--- config.mk ---
export PLATFORM = sky130hd
export DESIGN_NAME = cmd_fifo
export DESIGN_NICKNAME = d
export VERILOG_FILES = /design/src/rtl/cmd_fifo_pkg.sv /design/src/rtl/cmd_fifo_mem.sv /design/src/rtl/cmd_fifo.sv
export SDC_FILE = /design/constraint.sdc
export NUM_CORES = 1
export LEC_CHECK = 0
export CAP_MARGIN = 20
export CORE_ASPECT_RATIO = 0.8
export CORE_UTILIZATION = 50
export CTS_BUF_LIST = sky130_fd_sc_hd__clkbuf_16
export DETAILED_ROUTE_END_ITERATION = 6
export GPL_TIMING_DRIVEN = 1
export PLACE_DENSITY = 0.72
export SYNTH_ARGS = -nofsm -noshare
export SYNTH_HDL_FRONTEND = slang
export SYNTH_SLANG_ARGS = --single-unit
--- constraint.sdc ---
create_clock -name clk -period 12.9 [get_ports clk]
set_input_delay 1.935 -clock clk [delete_from_list [all_inputs] [get_ports clk]]
set_output_delay 1.935 -clock clk [all_outputs]
set_load 0.02 [all_outputs]
--- src/rtl/cmd_fifo_pkg.sv ---
// rtl/cmd_fifo_pkg.sv - command word field offsets and count-width helper for cmd_fifo
package cmd_fifo_pkg;

    // Control bit positions within inst, relative to DATA_W.
    localparam int RE_OFS    = 0;
    localparam int WE_OFS    = 1;
    localparam int FLUSH_OFS = 2;

    function automatic int cnt_w(input int depth);
        return $clog2(depth) + 1;
    endfunction

endpackage

--- src/rtl/cmd_fifo_mem.sv ---
// rtl/cmd_fifo_mem.sv - simple dual-port RAM, one write port, one registered read port, no reset
module cmd_fifo_mem #(
    parameter int DATA_W = 32,
    parameter int DEPTH  = 16,
    localparam int AW    = $clog2(DEPTH)
) (
    input  logic              clk,
    input  logic              we_i,
    input  logic [AW-1:0]     waddr_i,
    input  logic [DATA_W-1:0] wdata_i,
    input  logic              re_i,
    input  logic [AW-1:0]     raddr_i,
    output logic [DATA_W-1:0] rdata_o
);

    logic [DATA_W-1:0] mem_q [DEPTH];
    logic [DATA_W-1:0] rdata_q;

    // Read-first: a pop and push on the same slot (full FIFO) returns the old word.
    always_ff @(posedge clk) begin
        if (we_i) begin
            mem_q[waddr_i] <= wdata_i;
        end
        if (re_i) begin
            rdata_q <= mem_q[raddr_i];
        end
    end

    assign rdata_o = rdata_q;

endmodule

--- src/rtl/cmd_fifo.sv ---
// rtl/cmd_fifo.sv - command-decoded FIFO; sticky overflow/underflow flags under CMD_FIFO_ERR_FLAGS_EN
module cmd_fifo
    import cmd_fifo_pkg::*;
#(
    parameter int DATA_W   = 32,
    parameter int DEPTH    = 16,
    parameter int AF_LEVEL = DEPTH - 2
) (
    input  logic                       clk,
    input  logic                       rst,
    input  logic [DATA_W+2:0]          inst,
    output logic [DATA_W-1:0]          DO,
    output logic                       read_valid,
    output logic                       full,
    output logic                       empty,
    output logic                       almost_full,
    output logic [cnt_w(DEPTH)-1:0]    count,
    output logic                       overflow,
    output logic                       underflow
);

    localparam int AW = $clog2(DEPTH);
    localparam int CW = cnt_w(DEPTH);
    localparam logic [CW-1:0] DEPTH_C = CW'(DEPTH);
    localparam logic [CW-1:0] AF_C    = CW'(AF_LEVEL);

    logic [DATA_W-1:0] wdata;
    logic              re, we, flush;
    logic              rd_acc, wr_acc;

    logic [AW-1:0] wptr_q, wptr_d;
    logic [AW-1:0] rptr_q, rptr_d;
    logic [CW-1:0] count_q, count_d;
    logic          read_valid_q;
    logic          do_loaded_q;
    logic [DATA_W-1:0] mem_rdata;

    assign wdata = inst[DATA_W-1:0];
    assign re    = inst[DATA_W+RE_OFS];
    assign we    = inst[DATA_W+WE_OFS];
    assign flush = inst[DATA_W+FLUSH_OFS];

    assign full        = (count_q == DEPTH_C);
    assign empty       = (count_q == '0);
    assign almost_full = (count_q >= AF_C);

    // No fall-through: a read needs a stored word, a full write needs a concurrent pop.
    assign rd_acc = re & ~flush & ~empty;
    assign wr_acc = we & ~flush & (~full | rd_acc);

    always_comb begin
        wptr_d  = wptr_q;
        rptr_d  = rptr_q;
        count_d = count_q;
        if (flush) begin
            wptr_d  = '0;
            rptr_d  = '0;
            count_d = '0;
        end else begin
            if (wr_acc) wptr_d = wptr_q + 1'b1;
            if (rd_acc) rptr_d = rptr_q + 1'b1;
            case ({wr_acc, rd_acc})
                2'b10:   count_d = count_q + 1'b1;
                2'b01:   count_d = count_q - 1'b1;
                default: count_d = count_q;
            endcase
        end
    end

    always_ff @(posedge clk or negedge rst) begin
        if (!rst) begin
            wptr_q       <= '0;
            rptr_q       <= '0;
            count_q      <= '0;
            read_valid_q <= 1'b0;
            do_loaded_q  <= 1'b0;
        end else begin
            wptr_q       <= wptr_d;
            rptr_q       <= rptr_d;
            count_q      <= count_d;
            read_valid_q <= rd_acc;
            do_loaded_q  <= do_loaded_q | rd_acc;
        end
    end

    cmd_fifo_mem #(
        .DATA_W (DATA_W),
        .DEPTH  (DEPTH)
    ) u_mem (
        .clk     (clk),
        .we_i    (wr_acc),
        .waddr_i (wptr_q),
        .wdata_i (wdata),
        .re_i    (rd_acc),
        .raddr_i (rptr_q),
        .rdata_o (mem_rdata)
    );

    // RAM output is unreset and only reloads on a pop, so it already holds between reads;
    // the loaded bit masks it to zero from reset until the first pop.
    assign DO         = do_loaded_q ? mem_rdata : '0;
    assign read_valid = read_valid_q;
    assign count      = count_q;

`ifdef CMD_FIFO_ERR_FLAGS_EN
    logic overflow_q, underflow_q;

    always_ff @(posedge clk or negedge rst) begin
        if (!rst) begin
            overflow_q  <= 1'b0;
            underflow_q <= 1'b0;
        end else if (flush) begin
            overflow_q  <= 1'b0;
            underflow_q <= 1'b0;
        end else begin
            if (we && full && !rd_acc) overflow_q  <= 1'b1;
            if (re && empty)           underflow_q <= 1'b1;
        end
    end

    assign overflow  = overflow_q;
    assign underflow = underflow_q;
`else
    assign overflow  = 1'b0;
    assign underflow = 1'b0;
`endif

endmodule

* Yosys cells after proc, flatten, opt, wreduce, memory -nomap -nowiden *
Memories as Yosys holds them, arrays and structs flattened. A register that Yosys moved wholly into a read port is not among the register bits.
Cells that the tools add are included.

cells by class
  equal/unequal tests = 3
  reductions and logical operators = 4
  $mul = 0
  muxes and demuxes = 9
  magnitude comparators = 1
  bitwise logic cells = 9
  add/sub/neg operators = 4
  shifts and indexed selects = 0
  divide/modulo/power cells = 0

operators by type and width
  operator                                                            count
  2-to-1 mux 32 bit                                                   1
  2-to-1 mux 4 bit                                                    4
  one-hot mux 5 bit (2 select lines)                                  1
  adder 4 x 1 -> 4 bit (second input constant)                        2
  adder 5 x 1 -> 5 bit (second input constant)                        1
  == test 5 bit (second input constant)                               1
  greater-or-equal comparator 5 x 4 -> 1 bit (second input constant)  1
  zero test 5 bit                                                     1
  2-to-1 mux 5 bit                                                    1
  subtractor 5 x 1 -> 5 bit (second input constant)                   1
  AND 1 bit                                                           4
  nonzero test 2 bit                                                  2
  inverter 1 bit                                                      3
  nonzero test 3 bit                                                  1
  == test 2 x 1 -> 1 bit (second input constant)                      1
  == test 2 bit (second input constant)                               1
  2-to-1 mux 1 bit                                                    2
  bitwise OR 1 bit                                                    2

storage, ports and cells
  RAM bits = 512
  memories = 1
  latch bits = 0
  memory bits (read-only) = 0
  word-level logic and storage cells = 36
  flip-flop bits (word level) = 15
  bits of input ports = 37
  output and inout bits = 43

memory list
  name         words  width  read ports  clocked after memory_dff  write ports  line                text
  u_mem.mem_q  16     32     1           1                         1            cmd_fifo_mem.sv:16  logic [DATA_W-1:0] mem_q [DEPTH];

* Longest topological paths before layout *
  word-level depth = 8
  depth in mapped cells = 10
  depth with buffers taken out = 9

* Modules after synthesis *
A second synthesis with hierarchy kept.

unflattened totals
  cell total of the unflattened synthesis = 967
  area, all modules = 21,349.2 µm²

modules (own cells, without submodules)
  module        instances  area each (µm²)  cells an instance  sequential area each (µm²)
  cmd_fifo_mem  1          20,174.3         838                16,335.7
  cmd_fifo      1          1,174.9          129                375.4

* Worst setup path before layout *
Ideal clock, no wire load.

  path kind = input to register
  from = input port inst[34]
  to = memory u_mem.mem_q[1][0] (enable)
  library setup time = 0.502 ns
  arrival time = 5.561 ns
  required time = 12.398 ns
  stages on the path = 4
  buffers on the path = 1
  path slack = 6.838 ns
  cells stage by stage = clkbuf_1 -> and2b_1 -> o21ai_1 -> nor4_1

between the ends
  word-level cells in the longest chain between the ends = 7
  elaborated cells between the ends (all ways) = 8
  classes of those cells = 2 x mux; 6 x bitwise

RTL lines
  what                                        line                            text
  start: declaration                          cmd_fifo.sv:11                  input logic [DATA_W+2:0] inst,
  inverter 1 bit (*)                          cmd_fifo.sv:48, cmd_fifo.sv:49
  AND 1 bit (2 in series)                     cmd_fifo.sv:48                  assign rd_acc = re & ~flush & ~empty;
  bitwise OR 1 bit                            cmd_fifo.sv:49                  assign wr_acc = we & ~flush & (~full | rd_acc);
  AND 1 bit (*)                               cmd_fifo.sv:49
  2-to-1 mux 1 bit (*)                        cmd_fifo_mem.sv:21              if (we_i) begin
  2-to-1 mux 1 bit (not written as such) (*)  cmd_fifo_mem.sv:22              mem_q[waddr_i] <= wdata_i;
  end: declaration                            cmd_fifo_mem.sv:16

Every way passes the cells marked *; elsewhere a longest branch is shown, timed or not.

* Worst setup path after layout *
  from = register count_q[1] (netlist: count[1])
  to = output port full

between the ends
  word-level cells in the longest chain between the ends = 1

RTL lines
  what                      line            text
  start: declaration        cmd_fifo.sv:33  logic [CW-1:0] count_q, count_d;
  start signal: assignment  cmd_fifo.sv:80  count_q <= count_d;
  == test 5 bit             cmd_fifo.sv:43  assign full = (count_q == DEPTH_C);
  end: declaration          cmd_fifo.sv:14  output logic full,

No other way between the ends.

==> flow_metrics.tcl <==
set metrics [dict create \
    status "finished, final reports clean" \
    async_flop_share 0.0268 \
    avgRoutedWirePerCell_um 23.9 \
    fillers 3007 \
    gr-total-overflow 0 \
    whs_ns 0.593 \
    grt_pass1_vias 10800 \
    cts_buffers 51 \
    leakagePower_nw 7.89 \
    grt_pass1_wl_um 65300 \
    synth.distinct_cells 41 \
    grt_usage 0.195 \
    max_cap_violations 0 \
    ys_seq_elements 559 \
    synth_warnings 0 \
    p_sw_frac 0.246 \
    wirelength_um 42800 \
    hold_depth 2 \
    antenna_left 0 \
    cp_slowest_cell "or4_1" \
    synth_seq_area_share 0.769 \
    clock_power_share 0.348 \
    drc_errors 0 \
    hp-class "reg2reg" \
    drtIter0Drc 898 \
    grt_max_degree 65 \
    seqPwrFrac 0.479 \
    combPwrFrac 0.173 \
    cp.depth 3 \
    power.density_nw_per_um2 179 \
    timing.rr.start "rptr_q[0]" \
    cts_buffer_depth 3 \
    fin_nets 1246 \
    routabilityCongestion 0.765 \
    synth_ff_type "edfxtp_1" \
    cp.required_ns 10.97 \
    slew_violations 0 \
    setup_viol 0 \
    portBuffers 77 \
    place_ws_ns 7.84 \
    drive_above_1_share 0.146 \
    fin_worst_skew_ns 0.0151 \
    netlist_area_sq_um 21700 \
    cts_root_buf "clkbuf_16" \
    die_w_um 235 \
    path_buf_inv 1 \
    cts.sinks 559 \
    grt_setup_unrepaired "false" \
    peakVddDrop_v 0.000132 \
    path_delay_family "simple AND/OR/NAND/NOR gates" \
    tightest_slew_ns 1.09 \
    p_int_mw 3.36 \
    fin_crit_ns 4.57 \
    synth_edf_count 544 \
    post_cts_resized 0 \
    rows 67 \
    critPathLaunch "count[1]" \
    cts_setup_buffers 0 \
    cts.clk_slew.worst_paths_ns 0.06 \
    antenna_cells 0 \
    crit_chain "or4_1 -> nor2_1 -> clkdlybuf4s50_1" \
    viasPerCell 5.92 \
    slowest_delay_ns 0.80 \
    start_util 0.513 \
    fmaxAchievable_ghz 0.219 \
    maxSlewHeadroom 0.273 \
    dieArea_sq_um 44300 \
    crit_path_max_fanout 13 \
    final_hold_viol_count 0 \
    period_share 0.354 \
    cts_tree "built" \
    area_growth_pct 14.4 \
    end_kind "output pin" \
    crit_type "reg2out" \
    fp.coreArea_sq_um 42300 \
    ios 80 \
    setup_ws_ns 8.33 \
    avgSynthCellArea_sq_um 19.5 \
    clock_latency_ns 0.57 \
    holdBufCountCts 0 \
    antenna_found_initial 0 \
    switchingPower_mw 1.10 \
    startpoint_type "flop" \
    die_h_um 188 \
    htree_levels 2 \
    cp_data_arrival_time_ns 2.63 \
    crit_path_end "full" \
    first_pass_iters 6 \
    regToRegSetupSlack_ns 9.67 \
    reg2regPathDepth 4 \
    vias 10600 \
    place_hpwl_um 24200 \
    r2r-end "u_mem.rdata_o[24]" \
    syn_inst 1116 \
    setup_tns_ns 0 \
]
worst min-delay path by stage:
stage | from | endpoint
2_1_floorplan | do_loaded_q | do_loaded_q
3_3_place_gp | count[2] | count[2]
3_5_place_dp | count[2] | count[2]
4_1_cts | count[2] | count[2]
5_1_grt | count[2] | count[2]
6_report | count[3] | count[3]
tightest hold or removal path, stage by stage, from the launching register on:
cell	delay, ns
dfrtp_1	0.42
inv_1	0.07
mux2i_1	0.06
cells by family after synthesis:
| group | share of synthesized area |
|---|---|
| AO/OA/AOI/OAI | 0.0503 |
| XOR/XNOR | 0.00282 |
| adder cells (fa/ha/maj) | 0.00553 |
| buffers and inverters | 0.0157 |
| flip-flops | 0.769 |
| multiplexers | 0.129 |
| other | 0.000173 |
| AND/OR/NAND/NOR | 0.0269 |
Yosys cell counts, drive strengths merged, types with 3 or more instances:
cell / count / area share
edfxtp: 544 / 0.75
mux4: 64 / 0.066
mux2i: 133 / 0.061
xor2: 5 / 0.0020
and2: 41 / 0.012
nor4: 4 / 0.0012
o211ai: 3 / 0.0010
nor2: 23 / 0.0040
a21oi: 3 / 0.00069
inv: 13 / 0.0022
a221oi: 64 / 0.026
clkbuf: 30 / 0.0052
dfrtp: 15 / 0.017
mux2: 3 / 0.0016
nand2: 34 / 0.0059
nand3: 3 / 0.00069
ha: 8 / 0.0046
o21ai: 36 / 0.0090
buf: 36 / 0.0082
a22oi: 33 / 0.012
power by group through the flow:
| stage | combinational, mW | sequential [mW] | clock [mW] |
|---|---|---|---|
| after floorplan | 0.610 | 2.12 | 0 |
| after global placement | 0.765 | 2.17 | 0 |
| after detailed placement | 0.781 | 2.17 | 0 |
| after CTS | 0.784 | 2.14 | 1.57 |
| after global routing | 0.831 | 2.14 | 1.64 |
| final | 0.772 | 2.13 | 1.55 |
sequential cells by signal, summed over array words and instances (netlist names):
| name | flops |
|---|---|
| count | 5 |
| u_mem.rdata_o | 32 |
| rptr_q | 4 |
| u_mem.mem_q | 512 |
| read_valid | 1 |
| do_loaded_q | 1 |
| wptr_q | 4 |
layout make-up:
class	count	area, sq um	share of cell area
Multi-Input combinational cell	479	4750	0.191
Clock buffer	52	1300	0.0524
Sequential cell	559	16700	0.673
Inverter	13	48.8	0.00196
Timing Repair Buffer	96	913	0.0368
Tap cell	552	691	0.0278
Clock inverter	38	412	0.0166
metal layers:
layer	GRT usage	vias up	part of all wire
met3	0.0330	47	0.057
li1	-	4720	-
met5	0	-	0
met4	0.0425	0	0.014
met2	0.316	298	0.48
met1	0.281	5520	0.45
per-stage QoR:
| stage | area, sq um | power, mW | cells | util |
|---|---|---|---|---|
| 2_1_floorplan | 21700 | 2.73 | 1117 | - |
| 3_3_place_gp | 23100 | 2.94 | 1699 | 0.546 |
| 3_5_place_dp | 23100 | 2.96 | 1699 | 0.546 |
| 4_1_cts | 24800 | 4.49 | 1789 | 0.587 |
| 5_1_grt | 24800 | 4.61 | 1789 | 0.587 |
| 6_report | 24800 | 4.45 | 1789 | 0.587 |
cells in the final DEF (no fill, tap or decap), drive strengths merged, types with 3 or more instances in the layout:
master / instances
nor4: 4
mux2i: 133
buf: 19
o211ai: 3
nor2: 23
a21oi: 3
clkinv: 20
xor2: 5
mux4: 64
bufinv: 9
clkbuf: 52
o21ai: 36
nand3: 3
dfrtp: 15
ha: 8
nand2: 34
a221oi: 64
mux2: 3
and2: 41
a22oi: 33
edfxtp: 544
clkdlybuf4s50: 77
inv: 21
(Power assumes the default switching activity.)
